$ cat src/rtl/id_ex_if.sv
// id_ex_if: bundle of every signal between the ID/EX stage and its surroundings
// (ID decode, register file, MEM/WB status, EX-side outputs).
//   master : the environment (decode, register file, later stages)
//   slave  : the id_ex_stage block
// Parameter CTRL_W sets the width of the opaque ALU/branch control bundle.
interface id_ex_if #(
    parameter int CTRL_W = 16
);
    // ID stage
    logic              id_valid;
    logic [4:0]        id_rs;
    logic [4:0]        id_rt;
    logic              id_rs_used;
    logic              id_rt_used;
    logic [4:0]        id_dst;
    logic              id_we;
    logic              id_mem_read;
    logic [31:0]       id_imm;
    logic [31:0]       id_pc;
    logic [CTRL_W-1:0] id_ctrl;
    // register file read ports
    logic [4:0]        rf_r1_addr;
    logic [4:0]        rf_r2_addr;
    logic [31:0]       rf_r1_data;
    logic [31:0]       rf_r2_data;
    // MEM and WB stage status
    logic              mem_valid;
    logic              mem_we;
    logic              mem_is_load;
    logic [4:0]        mem_dst;
    logic [31:0]       mem_data;
    logic              wb_we;
    logic [4:0]        wb_dst;
    logic [31:0]       wb_data;
    // pipeline control
    logic              ex_stall;
    logic              flush;
    logic              id_stall;
    // ID/EX register outputs
    logic              ex_valid;
    logic              ex_we;
    logic              ex_mem_read;
    logic [4:0]        ex_dst;
    logic [31:0]       ex_rs_val;
    logic [31:0]       ex_rt_val;
    logic [31:0]       ex_imm;
    logic [31:0]       ex_pc;
    logic [CTRL_W-1:0] ex_ctrl;
    logic [31:0]       bubble_cnt;

    modport master (
        output id_valid, id_rs, id_rt, id_rs_used, id_rt_used, id_dst, id_we,
               id_mem_read, id_imm, id_pc, id_ctrl,
               rf_r1_data, rf_r2_data,
               mem_valid, mem_we, mem_is_load, mem_dst, mem_data,
               wb_we, wb_dst, wb_data, ex_stall, flush,
        input  rf_r1_addr, rf_r2_addr, id_stall,
               ex_valid, ex_we, ex_mem_read, ex_dst, ex_rs_val, ex_rt_val,
               ex_imm, ex_pc, ex_ctrl, bubble_cnt
    );

    modport slave (
        input  id_valid, id_rs, id_rt, id_rs_used, id_rt_used, id_dst, id_we,
               id_mem_read, id_imm, id_pc, id_ctrl,
               rf_r1_data, rf_r2_data,
               mem_valid, mem_we, mem_is_load, mem_dst, mem_data,
               wb_we, wb_dst, wb_data, ex_stall, flush,
        output rf_r1_addr, rf_r2_addr, id_stall,
               ex_valid, ex_we, ex_mem_read, ex_dst, ex_rs_val, ex_rt_val,
               ex_imm, ex_pc, ex_ctrl, bubble_cnt
    );
endinterface

$ cat src/rtl/id_ex_stage.sv
// id_ex_stage: decode-to-execute pipeline stage.
// Drives register-file read addresses, resolves operands (with MEM/WB
// forwarding when enabled), detects hazards, inserts bubbles, and latches the
// ID/EX pipeline register.
// Ports:
//   clk  - clock, all state on rising edge
//   rst  - synchronous active-high reset, clears all state
//   bus  - id_ex_if.slave: ID inputs, register-file port, MEM/WB status,
//          ex_stall/flush, id_stall and all ex_* outputs, bubble_cnt
// Build option: define ID_EX_FWD_EN to enable MEM/WB operand forwarding.
// Without it operands always come from the register file and any pending
// writer of a source register stalls ID until the write has landed.
module id_ex_stage #(
    parameter int CTRL_W = 16
) (
    input  logic   clk,
    input  logic   rst,
    id_ex_if.slave bus
);

    logic              ex_valid_q, ex_valid_d;
    logic              ex_we_q, ex_we_d;
    logic              ex_mem_read_q, ex_mem_read_d;
    logic [4:0]        ex_dst_q, ex_dst_d;
    logic [31:0]       ex_rs_val_q, ex_rs_val_d;
    logic [31:0]       ex_rt_val_q, ex_rt_val_d;
    logic [31:0]       ex_imm_q, ex_imm_d;
    logic [31:0]       ex_pc_q, ex_pc_d;
    logic [CTRL_W-1:0] ex_ctrl_q, ex_ctrl_d;
    logic [31:0]       bubble_cnt_q, bubble_cnt_d;

    logic              rs_ex, rt_ex, rs_mem, rt_mem, rs_wb, rt_wb;
    logic              hazard;
    logic [31:0]       rs_val, rt_val;

    function automatic logic src_match(input logic [4:0] s, input logic used,
                                       input logic v, input logic we,
                                       input logic [4:0] dst);
        return used && (s != 5'd0) && v && we && (dst == s);
    endfunction

    assign bus.rf_r1_addr = bus.id_rs;
    assign bus.rf_r2_addr = bus.id_rt;

    // WB has no separate valid; its write enable already implies a live writer.
    assign rs_mem = src_match(bus.id_rs, bus.id_rs_used, bus.mem_valid, bus.mem_we, bus.mem_dst);
    assign rt_mem = src_match(bus.id_rt, bus.id_rt_used, bus.mem_valid, bus.mem_we, bus.mem_dst);
    assign rs_wb  = src_match(bus.id_rs, bus.id_rs_used, bus.wb_we, bus.wb_we, bus.wb_dst);
    assign rt_wb  = src_match(bus.id_rt, bus.id_rt_used, bus.wb_we, bus.wb_we, bus.wb_dst);

`ifdef ID_EX_FWD_EN
    // Only a load in EX is a hazard; ALU results reach ID via MEM/WB later.
    assign rs_ex = src_match(bus.id_rs, bus.id_rs_used, ex_valid_q,
                             ex_we_q & ex_mem_read_q, ex_dst_q);
    assign rt_ex = src_match(bus.id_rt, bus.id_rt_used, ex_valid_q,
                             ex_we_q & ex_mem_read_q, ex_dst_q);
    assign hazard = bus.id_valid &
                    (rs_ex | rt_ex | ((rs_mem | rt_mem) & bus.mem_is_load));

    // MEM is the younger writer, so it takes priority over WB.
    always_comb begin
        rs_val = bus.rf_r1_data;
        if (bus.id_rs == 5'd0)             rs_val = 32'd0;
        else if (rs_mem && !bus.mem_is_load) rs_val = bus.mem_data;
        else if (rs_wb)                    rs_val = bus.wb_data;

        rt_val = bus.rf_r2_data;
        if (bus.id_rt == 5'd0)             rt_val = 32'd0;
        else if (rt_mem && !bus.mem_is_load) rt_val = bus.mem_data;
        else if (rt_wb)                    rt_val = bus.wb_data;
    end
`else
    // Any in-flight writer of a source blocks ID until it has retired.
    assign rs_ex = src_match(bus.id_rs, bus.id_rs_used, ex_valid_q, ex_we_q, ex_dst_q);
    assign rt_ex = src_match(bus.id_rt, bus.id_rt_used, ex_valid_q, ex_we_q, ex_dst_q);
    assign hazard = bus.id_valid &
                    (rs_ex | rt_ex | rs_mem | rt_mem | rs_wb | rt_wb);

    assign rs_val = (bus.id_rs == 5'd0) ? 32'd0 : bus.rf_r1_data;
    assign rt_val = (bus.id_rt == 5'd0) ? 32'd0 : bus.rf_r2_data;

    logic unused_fwd;
    assign unused_fwd = ^{bus.mem_data, bus.mem_is_load, bus.wb_data};
`endif

    assign bus.id_stall = !bus.flush & (hazard | bus.ex_stall);

    always_comb begin
        ex_valid_d    = ex_valid_q;
        ex_we_d       = ex_we_q;
        ex_mem_read_d = ex_mem_read_q;
        ex_dst_d      = ex_dst_q;
        ex_rs_val_d   = ex_rs_val_q;
        ex_rt_val_d   = ex_rt_val_q;
        ex_imm_d      = ex_imm_q;
        ex_pc_d       = ex_pc_q;
        ex_ctrl_d     = ex_ctrl_q;
        bubble_cnt_d  = bubble_cnt_q;
        if (bus.flush) begin
            ex_valid_d    = 1'b0;
            ex_we_d       = 1'b0;
            ex_mem_read_d = 1'b0;
        end else if (bus.ex_stall) begin
            // hold everything
        end else if (hazard) begin
            // bubble; data fields keep their old values
            ex_valid_d    = 1'b0;
            ex_we_d       = 1'b0;
            ex_mem_read_d = 1'b0;
            bubble_cnt_d  = bubble_cnt_q + 32'd1;
        end else begin
            ex_valid_d    = bus.id_valid;
            ex_we_d       = bus.id_we;
            ex_mem_read_d = bus.id_mem_read;
            ex_dst_d      = bus.id_dst;
            ex_rs_val_d   = rs_val;
            ex_rt_val_d   = rt_val;
            ex_imm_d      = bus.id_imm;
            ex_pc_d       = bus.id_pc;
            ex_ctrl_d     = bus.id_ctrl;
        end
    end

    always_ff @(posedge clk) begin
        if (rst) begin
            ex_valid_q    <= 1'b0;
            ex_we_q       <= 1'b0;
            ex_mem_read_q <= 1'b0;
            ex_dst_q      <= 5'd0;
            ex_rs_val_q   <= 32'd0;
            ex_rt_val_q   <= 32'd0;
            ex_imm_q      <= 32'd0;
            ex_pc_q       <= 32'd0;
            ex_ctrl_q     <= '0;
            bubble_cnt_q  <= 32'd0;
        end else begin
            ex_valid_q    <= ex_valid_d;
            ex_we_q       <= ex_we_d;
            ex_mem_read_q <= ex_mem_read_d;
            ex_dst_q      <= ex_dst_d;
            ex_rs_val_q   <= ex_rs_val_d;
            ex_rt_val_q   <= ex_rt_val_d;
            ex_imm_q      <= ex_imm_d;
            ex_pc_q       <= ex_pc_d;
            ex_ctrl_q     <= ex_ctrl_d;
            bubble_cnt_q  <= bubble_cnt_d;
        end
    end

    assign bus.ex_valid    = ex_valid_q;
    assign bus.ex_we       = ex_we_q;
    assign bus.ex_mem_read = ex_mem_read_q;
    assign bus.ex_dst      = ex_dst_q;
    assign bus.ex_rs_val   = ex_rs_val_q;
    assign bus.ex_rt_val   = ex_rt_val_q;
    assign bus.ex_imm      = ex_imm_q;
    assign bus.ex_pc       = ex_pc_q;
    assign bus.ex_ctrl     = ex_ctrl_q;
    assign bus.bubble_cnt  = bubble_cnt_q;

endmodule

$ cat src/flat_wrapper.sv
// flat-port wrapper written by rule: the top's interface ports become plain ports
module id_ex_stage_flat 
#(
    parameter int CTRL_W = 16
)
  (clk, rst, bus_id_valid, bus_id_rs, bus_id_rt, bus_id_rs_used, bus_id_rt_used, bus_id_dst, bus_id_we, bus_id_mem_read, bus_id_imm, bus_id_pc, bus_id_ctrl, bus_rf_r1_data, bus_rf_r2_data, bus_mem_valid, bus_mem_we, bus_mem_is_load, bus_mem_dst, bus_mem_data, bus_wb_we, bus_wb_dst, bus_wb_data, bus_ex_stall, bus_flush, bus_rf_r1_addr, bus_rf_r2_addr, bus_id_stall, bus_ex_valid, bus_ex_we, bus_ex_mem_read, bus_ex_dst, bus_ex_rs_val, bus_ex_rt_val, bus_ex_imm, bus_ex_pc, bus_ex_ctrl, bus_bubble_cnt);
  id_ex_if #(.CTRL_W(CTRL_W)) bus_i ();
  input  logic clk;
  input  logic rst;
  input wire logic [$bits(bus_i.id_valid)-1:0] bus_id_valid;
  input wire logic [$bits(bus_i.id_rs)-1:0] bus_id_rs;
  input wire logic [$bits(bus_i.id_rt)-1:0] bus_id_rt;
  input wire logic [$bits(bus_i.id_rs_used)-1:0] bus_id_rs_used;
  input wire logic [$bits(bus_i.id_rt_used)-1:0] bus_id_rt_used;
  input wire logic [$bits(bus_i.id_dst)-1:0] bus_id_dst;
  input wire logic [$bits(bus_i.id_we)-1:0] bus_id_we;
  input wire logic [$bits(bus_i.id_mem_read)-1:0] bus_id_mem_read;
  input wire logic [$bits(bus_i.id_imm)-1:0] bus_id_imm;
  input wire logic [$bits(bus_i.id_pc)-1:0] bus_id_pc;
  input wire logic [$bits(bus_i.id_ctrl)-1:0] bus_id_ctrl;
  input wire logic [$bits(bus_i.rf_r1_data)-1:0] bus_rf_r1_data;
  input wire logic [$bits(bus_i.rf_r2_data)-1:0] bus_rf_r2_data;
  input wire logic [$bits(bus_i.mem_valid)-1:0] bus_mem_valid;
  input wire logic [$bits(bus_i.mem_we)-1:0] bus_mem_we;
  input wire logic [$bits(bus_i.mem_is_load)-1:0] bus_mem_is_load;
  input wire logic [$bits(bus_i.mem_dst)-1:0] bus_mem_dst;
  input wire logic [$bits(bus_i.mem_data)-1:0] bus_mem_data;
  input wire logic [$bits(bus_i.wb_we)-1:0] bus_wb_we;
  input wire logic [$bits(bus_i.wb_dst)-1:0] bus_wb_dst;
  input wire logic [$bits(bus_i.wb_data)-1:0] bus_wb_data;
  input wire logic [$bits(bus_i.ex_stall)-1:0] bus_ex_stall;
  input wire logic [$bits(bus_i.flush)-1:0] bus_flush;
  output wire logic [$bits(bus_i.rf_r1_addr)-1:0] bus_rf_r1_addr;
  output wire logic [$bits(bus_i.rf_r2_addr)-1:0] bus_rf_r2_addr;
  output wire logic [$bits(bus_i.id_stall)-1:0] bus_id_stall;
  output wire logic [$bits(bus_i.ex_valid)-1:0] bus_ex_valid;
  output wire logic [$bits(bus_i.ex_we)-1:0] bus_ex_we;
  output wire logic [$bits(bus_i.ex_mem_read)-1:0] bus_ex_mem_read;
  output wire logic [$bits(bus_i.ex_dst)-1:0] bus_ex_dst;
  output wire logic [$bits(bus_i.ex_rs_val)-1:0] bus_ex_rs_val;
  output wire logic [$bits(bus_i.ex_rt_val)-1:0] bus_ex_rt_val;
  output wire logic [$bits(bus_i.ex_imm)-1:0] bus_ex_imm;
  output wire logic [$bits(bus_i.ex_pc)-1:0] bus_ex_pc;
  output wire logic [$bits(bus_i.ex_ctrl)-1:0] bus_ex_ctrl;
  output wire logic [$bits(bus_i.bubble_cnt)-1:0] bus_bubble_cnt;
  assign bus_i.id_valid = bus_id_valid;
  assign bus_i.id_rs = bus_id_rs;
  assign bus_i.id_rt = bus_id_rt;
  assign bus_i.id_rs_used = bus_id_rs_used;
  assign bus_i.id_rt_used = bus_id_rt_used;
  assign bus_i.id_dst = bus_id_dst;
  assign bus_i.id_we = bus_id_we;
  assign bus_i.id_mem_read = bus_id_mem_read;
  assign bus_i.id_imm = bus_id_imm;
  assign bus_i.id_pc = bus_id_pc;
  assign bus_i.id_ctrl = bus_id_ctrl;
  assign bus_i.rf_r1_data = bus_rf_r1_data;
  assign bus_i.rf_r2_data = bus_rf_r2_data;
  assign bus_i.mem_valid = bus_mem_valid;
  assign bus_i.mem_we = bus_mem_we;
  assign bus_i.mem_is_load = bus_mem_is_load;
  assign bus_i.mem_dst = bus_mem_dst;
  assign bus_i.mem_data = bus_mem_data;
  assign bus_i.wb_we = bus_wb_we;
  assign bus_i.wb_dst = bus_wb_dst;
  assign bus_i.wb_data = bus_wb_data;
  assign bus_i.ex_stall = bus_ex_stall;
  assign bus_i.flush = bus_flush;
  assign bus_rf_r1_addr = bus_i.rf_r1_addr;
  assign bus_rf_r2_addr = bus_i.rf_r2_addr;
  assign bus_id_stall = bus_i.id_stall;
  assign bus_ex_valid = bus_i.ex_valid;
  assign bus_ex_we = bus_i.ex_we;
  assign bus_ex_mem_read = bus_i.ex_mem_read;
  assign bus_ex_dst = bus_i.ex_dst;
  assign bus_ex_rs_val = bus_i.ex_rs_val;
  assign bus_ex_rt_val = bus_i.ex_rt_val;
  assign bus_ex_imm = bus_i.ex_imm;
  assign bus_ex_pc = bus_i.ex_pc;
  assign bus_ex_ctrl = bus_i.ex_ctrl;
  assign bus_bubble_cnt = bus_i.bubble_cnt;
  id_ex_stage #(.CTRL_W(CTRL_W)) u_core (.clk(clk), .rst(rst), .bus(bus_i));
endmodule
$ cat config.mk
export PLATFORM = sky130hd
export DESIGN_NAME = id_ex_stage_flat
export DESIGN_NICKNAME = d
export VERILOG_FILES = /design/src/rtl/id_ex_if.sv /design/src/rtl/id_ex_stage.sv /design/src/flat_wrapper.sv
export SDC_FILE = /design/constraint.sdc
export NUM_CORES = 1
export LEC_CHECK = 0
export BUFFER_PORTS_ARGS = -buffer_cell sky130_fd_sc_hd__buf_2
export CAP_MARGIN = 20
export CORE_AREA = 3 3 173 175
export DETAILED_ROUTE_END_ITERATION = 6
export DIE_AREA = 0 0 176 178
export HOLD_SLACK_MARGIN = 0.03
export PLACE_DENSITY = 0.49
export SYNTH_ARGS = -nofsm -noshare
export SYNTH_HDL_FRONTEND = slang
export SYNTH_SLANG_ARGS = --single-unit
$ cat constraint.sdc
create_clock -name clk -period 4.86 [get_ports clk]
set_input_delay 0.486 -clock clk [delete_from_list [all_inputs] [get_ports clk]]
set_output_delay 0.486 -clock clk [all_outputs]
set_load 0.005 [all_outputs]
==> run metrics, run 1 <==
status finished clean; Hold Crit Class in2reg; Reg2Reg Launch Point u_core.bus.ex_dst[1]; FILL cells 3126; required time of the worst setup path ~5.2 ns; yosys warns 0; total number of vias 7461; Worst IR Drop VDD 0.000158 V; TritonCTS sink count roughly 180; global-route wire length before repair 38.1 mm; WS Path Type reg2reg; IO Pins 441; Reg2Reg Setup Slack ~2 ns; CTS tree done; depth of the worst register-to-register path 7; Starting Density 0.257; Yosys reg bits around 180; CTS max path bufs 2; Clock Pin Slew Worst Setup and Hold Paths approximately 0.090 ns; post-synthesis net count 1171; pre-CTS setup slack 1.71 ns; Pwr Density 336 nW/um^2; max frequency 0.352 GHz; Final GP Congestion about 0.75; crit path time final about 2.8 ns; Die ar. 31300 sq um; Post-DRT Antenna Nets 0; Data arrival, critical path 3.20 ns; CTS root buffer clkbuf_16; Area Growth Syn to Fin 37.2%; reg2reg end u_core.bus.bubble_cnt[30]; RSZ-0062 raised after global routing false; Final Total Pwr 3.39 mW; crit start category flop; DRC viols 0; CP endpoint kind flop; Worst-Margin Slew a little over 1 ns; CTS resizes 0; Final Hold Fails 0; Finished Core Util 0.353; MaxCap Viol Count 0; Total Nets Final 1497; vias in the first global route 6832; largest net degree at the start of global routing about 100; routed len/inst 15.4 um; crit-path max FO 25; 1st-iter DRT viols 416; # hold bufs at CTS 0; Syn Area/Cell ~8 sq um; DR pass1 iterations 4; vias per inst between 4 and 5; CP Launch Point u_core.bus.ex_dst[1]; DIE WIDTH 176 um; Worst-Skew Late Latency roughly 0.44 ns; Post-DP Area 9490 sq um; cell area after layout 10100 sq um; GRT overflow 0; # diodes 0; gr usage total 0.152; Worst Setup EP u_core.bus.bubble_cnt[30]; P_leak 4.41 nW; # setup viols final 0; port buffer count approximately 380; H-tree levels 4; CTS buffer count 17; mapped cell area 7350 sq um; layout cells sized above 1 0.334; post-route clock period utilization 0.585; # Post-CTS Setup Buffers 0; Core ar. 28600 sq um; row count 62; worst clock skew 0.0248 ns; Slew headroom 0.328; Die Y 178 um; sequential share of the synthesized area 0.501; Final WS setup 2.02 ns; Setup TNS Final 0 ns; Synth cell types 35; max-slew violation count 0; final wirelength 25.4 mm; initial antenna violation count 1; Gate Count Post-Synth 924; hpwl dp between 15 and 20 mm
## cell usage after synthesis, drive strengths merged
cell     count  area share
a21oi      181        0.12
a31oi        1      0.0029
and2         2      0.0017
and3         7      0.0060
buf         44       0.034
clkbuf      31       0.016
dfxtp      184        0.50
ha           1      0.0017
inv         10      0.0051
mux2i        1      0.0014
nand2      253        0.13
nand3       81       0.055
nand4       10      0.0085
nor2        10      0.0054
nor3         4      0.0027
nor4         4      0.0034
o2111ai      1      0.0020
o211ai       2      0.0027
o21ai       16       0.011
o221a        1      0.0015
o221ai       1      0.0020
o31a         1      0.0012
o31ai       14       0.014
or2          1     0.00085
or3         17       0.015
or4         13       0.013
xnor2       19       0.023
xor2        14       0.017
## state kept, by name (all words and copies together), names as in the netlist
signal	count
u_core.bus.ex_mem_read	1
u_core.bus.ex_rt_val	32
u_core.bus.ex_ctrl	16
u_core.bus.ex_rs_val	32
u_core.bus.ex_valid	1
u_core.bus.ex_imm	32
u_core.bus.ex_pc	32
u_core.bus.bubble_cnt	32
u_core.bus.ex_dst	5
u_core.bus.ex_we	1
## stage by stage
| stage | hold slack, ns | instances |
|---|---|---|
| finish | 0.274 | 1646 |
| global route | 0.259 | 1646 |
| CTS | 0.251 | 1646 |
| detailed placement | 0.440 | 1615 |
| global placement | 0.436 | 1615 |
| floorplan | 0.448 | 924 |
## worst max-delay path, stage by stage, from the launching register on
cell and delay (ns):
dfxtp_1 0.43, xnor2_1 0.14, nand4_1 0.10, or3_1 0.45, a31oi_4 0.25, o2111ai_2 0.57
or4_1 0.68, a21oi_1 0.14
## report_power, final
group,total [mW],switching [mW],internal (mW)
Combinational,0.351,0.193,0.158
Clock,1.44,0.704,0.741
Sequential,1.59,0.0283,1.57
Total,3.39,0.926,2.46
## cells by family after synthesis
kind of cell,share of synthesized area
flops,0.501
mux,0.00136
compound gates,0.161
xor+xnor,0.0393
buf+inv,0.0546
fa+ha+maj,0.00170
simple gates,0.241
## worst min-delay path by stage
stage,cells past startpoint,end,from
detailed placement,2,u_core.bus.ex_rt_val[0],u_core.bus.ex_rt_val[0]
global placement,2,u_core.bus.ex_rs_val[16],u_core.bus.ex_rs_val[16]
floorplan,2,u_core.bus.ex_rs_val[0],u_core.bus.ex_rs_val[0]
finish,3,u_core.bus.ex_imm[1],bus_id_imm[1]
CTS,3,u_core.bus.ex_pc[2],bus_id_pc[2]
global route,3,u_core.bus.ex_pc[8],bus_id_pc[8]
## layer usage
layer	up-vias	GRT usage	wire, um
met5	-	0	13
met2	213	0.261	12600
met1	3440	0.187	10800
met3	21	0.0445	1590
met4	2	0.0383	325
li1	3785	-	-
## area by class of cell
cell class,instances,area (sq um),share of cell area
clock inverter,14,178,0.0176
tap,384,480,0.0476
sequential,184,3680,0.365
clock buffer,17,425,0.0422
multi-input combinational,655,3290,0.326
timing repair buffer,382,2000,0.198
inverter,10,37.5,0.00372
## cells in the final DEF (no fill, tap or decap), types with 10 or more instances in the layout
cell type and count:
nand3_1 81, a21oi_1 181, dfxtp_1 184, nand2_1 253
xor2_1 14, clkbuf_16 17, o31ai_1 14, inv_1 10
xnor2_1 19, nand4_1 10, or4_1 13, buf_2 374
o21ai_1 10, or3_1 16
(Power assumes the default switching activity.)
==> inputs of run 2 (changes only) <==
Settings changed: ABC_AREA set to 1, CORE_AREA 3 3 173 175 to 3 3 172 174, DIE_AREA 0 0 176 178 to 0 0 175 177, PLACE_DENSITY 0.49 to 0.6.
Clock period 4.86 ns to 2.5 ns, I/O delays scaled along.
==> run 2 against run 1 <==
  * Wire length grew 28%
  * Synthesized area grew 30%
  * Largest power group unchanged
  * Setup slack lost 1.8 ns
  * Sequential power grew 100%
  * Clock power grew 93%
  * Final cell count grew 31%
  * Clock skew grew 0.00092 ns
  * Power grew 110%
  * Global-route usage grew 4.5 points
  * Sequential share of layout area shrank 6.2 points
  * Via count grew 35%
==> run metrics, run 2 <==
status finished clean; initial antenna violation count 6 (+5); routed len/inst 15.1 um (-2.3%); Data arrival, critical path 2.01 ns (-1.19 ns); CTS buffer count 17 (unchanged); DIE WIDTH 175 um (-0.57%); Yosys reg bits 184 (unchanged); Comb power frac 0.149 (+0.046); largest net degree at the start of global routing 108 (+6.9%); MaxCap Viol Count 0 (unchanged); Worst-Margin Slew 0.942 ns (-0.0663 ns); Die Y 177 um (-0.56%); post-synth top area share 0.386 (-0.115); final wirelength 32.4 mm (+28%); 1st-iter DRT viols 565 (+36%); cell taking the most area after synthesis dfxtp_1; ys flop type dfxtp_1; Setup TNS Final 0 ns (unchanged); Gate Count Post-Synth 1442 (+56%); main area contributors after synthesis dfxtp_1 (39%), nand2_1 (14%), a21oi_1 (9.4%); layout cells sized above 1 0.260 (-0.0734); Die ar. 31000 sq um (-1.1%); commonest non-fill, non-tap cell in the layout buf_2; reg2reg end u_core.bus.bubble_cnt[3]; fin cells 2149 (+31%); port buffer count 375 (unchanged); Sw Pwr 2.08 mW (+120%); Slew headroom 0.372 (+0.0442); P_leak 6.34 nW (+44%); Hold Crit Start bus_id_we; CTS root buffer clkbuf_16; Worst path max stage delay 0.43 ns (-0.25 ns); crit path time final 2.26 ns; row count 61 (-1.6%); hold path depth 3 (unchanged); Switching Share 0.297 (+0.0236); Synth cell types 28 (-20%); DR pass1 iterations 4 (unchanged); Cells after DPL 2111 (+31%); Final Hold Fails 0 (unchanged); post-synthesis async set-or-reset flop share 0 (unchanged); RSZ-0062 raised after global routing false; CP most frequent cell nor2_1; Reg2Reg Launch Point u_core.bus.ex_dst[1]; Worst Setup EP bus_id_stall; crit-path cells xor2_1, nor2_1, nand3_1, nor2_1, nor2_1, nand3_2, nand2_8, a21oi_1, buf_2; total number of vias 10100 (+35%); Hold Crit Class in2reg; yosys warns 0 (unchanged); # hold bufs at CTS 0 (unchanged); count leader, synth nand2_1; vias in the first global route 9297 (+36%); GRT overflow 0 (unchanged); Total Nets Final 2002 (+34%); Post-DRT Antenna Nets 0 (unchanged); gr usage total 0.197 (+0.0452); post-route clock period utilization 0.905; Starting Density 0.342 (+0.0848); DRC viols 0 (unchanged); CTS tree done; max frequency ~0.44 GHz; TritonCTS sink count 184 (unchanged); crit-path max FO 5 (-80%); CTS max path bufs 2 (unchanged); CP endpoint kind output pin; number of synthesized flops with an enable pin 0 (unchanged); post-synthesis net count 1689 (+44%); Commonest cells post-synth nand2_1 (353), nor2_1 (205), dfxtp_1 (184), a21oi_1 (179), nand3_1 (166); WS Path Type reg2out; max-slew violation count 0 (unchanged); CP Launch Point u_core.bus.ex_dst[1]; global-route wire length before repair 49.6 mm (+30%); required time of the worst setup path 2.25 ns (-2.97 ns); H-tree levels 4 (unchanged); sequential power share 0.454 (-0.016); depth of the worst register-to-register path 14 (+7); clock network power share 0.397 (-0.029); Worst-Skew Late Latency 0.44 ns (about the same); worst clock skew 0.0257 ns (+0.000919 ns); mapped cell area 9540 sq um (+30%); hpwl dp 22.9 mm (+27%); Pwr Density 576 nW/um^2 (+71%); # setup viols final 0 (unchanged); Worst IR Drop VDD 0.000408 V (+160%); commonest cells after routing, fill and taps aside buf_2 (375), nand2_1 (353), nor2_1 (204); sequential share of the synthesized area 0.386 (-0.115); Clock Pin Slew Worst Setup and Hold Paths 0.07 ns (-0.02 ns); Core ar. 27900 sq um (-2.4%); Final GP Congestion 0.936 (+25%); Reg2Reg Setup Slack 0.31 ns (-1.71 ns); Syn Area/Cell 6.62 sq um (-17%); IO Pins 441 (unchanged); Area Growth Syn to Fin 27.4%; crit start category flop; slowest stage cell, crit path dfxtp_1; vias per inst 4.69 (+3.5%); Int Power 4.92 mW (+100%)
run 2: cell types whose count changed after synthesis, moves of 26 or more:
cell	delta
nand4_1	+27
buf_2	-26
inv_1	+115
nand2_1	+100
buf_6	+28
nand3_1	+85
nor2_1	+196
run 2: worst max-delay path, delay by kind of cell, from the launching register on:
kind | cells | cell delay (ns)
DFF | 1 | 0.43
and+or+nand+nor | 6 | 0.78
AOI/OAI and AO/OA | 1 | 0.07
xor gates and xnor gates | 1 | 0.17
buffers and inverters | 1 | 0.13
run 2: layout make-up:
class / count / area (sq um)
Clock inverter: 14 / 168
Sequential cell: 184 / 3680
Tap cell: 378 / 473
Clock buffer: 18 / 429
Antenna cell: 3 / 7.51
Multi-Input combinational cell: 1013 / 4690
Fill cell: 3067 / 15800
Inverter: 134 / 505
Timing Repair Buffer: 405 / 2210
run 2: how the worst min path moves through the flow:
stage	slack [ns]	endpoint
after floorplan	0.39	u_core.bus.ex_mem_read
after global placement	0.45	u_core.bus.ex_mem_read
after detailed placement	0.45	u_core.bus.ex_mem_read
after CTS	0.07	u_core.bus.ex_we
after global routing	0.08	u_core.bus.ex_we
final	0.09	u_core.bus.ex_we
run 2: cells by family after synthesis:
kind of cell               Yosys count  share of synthesized area
and+or+nand+nor                    789                      0.353
buffers and inverters              247                      0.127
DFF                                184                      0.386
AOI/OAI and AO/OA                  180                     0.0947
xor gates and xnor gates            41                     0.0376
adders and majority gates            1                    0.00131
run 2: per-stage QoR:
| stage | setup WS, ns | total power [mW] | area (sq um) | util | hold WS, ns |
|---|---|---|---|---|---|
| 2_1_floorplan | 0.827 | 3.82 | 9540 | - | 0.387 |
| 3_3_place_gp | 0.375 | 4.28 | 11500 | 0.412 | 0.450 |
| 3_5_place_dp | 0.366 | 4.30 | 11500 | 0.412 | 0.453 |
| 4_1_cts | 0.0464 | 7.10 | 12100 | 0.433 | 0.0659 |
| 5_1_grt | 0.0163 | 7.36 | 12200 | 0.435 | 0.0802 |
| 6_report | 0.238 | 7.00 | 12200 | 0.435 | 0.0912 |
run 2: layer usage:
metal,part of all wire,track usage,up-vias
li1,-,-,5206
met1,0.42,0.243,4535
met2,0.49,0.330,291
met3,0.077,0.0661,44
met4,0.019,0.0525,6
met5,0.0011,0,-
run 2: what timing repair did:
item	in CTS	in global routing
setup buffers	0	1
setup endpoints to repair	0	1
resized for setup	0	1
run 2: power groups by stage:
stage	Clock (mW)	Sequential (mW)	Combinational, mW
2_1_floorplan	0	3.26	0.563
3_3_place_gp	0	3.24	1.04
3_5_place_dp	0	3.25	1.05
4_1_cts	2.86	3.18	1.05
5_1_grt	2.97	3.20	1.18
6_report	2.78	3.18	1.04
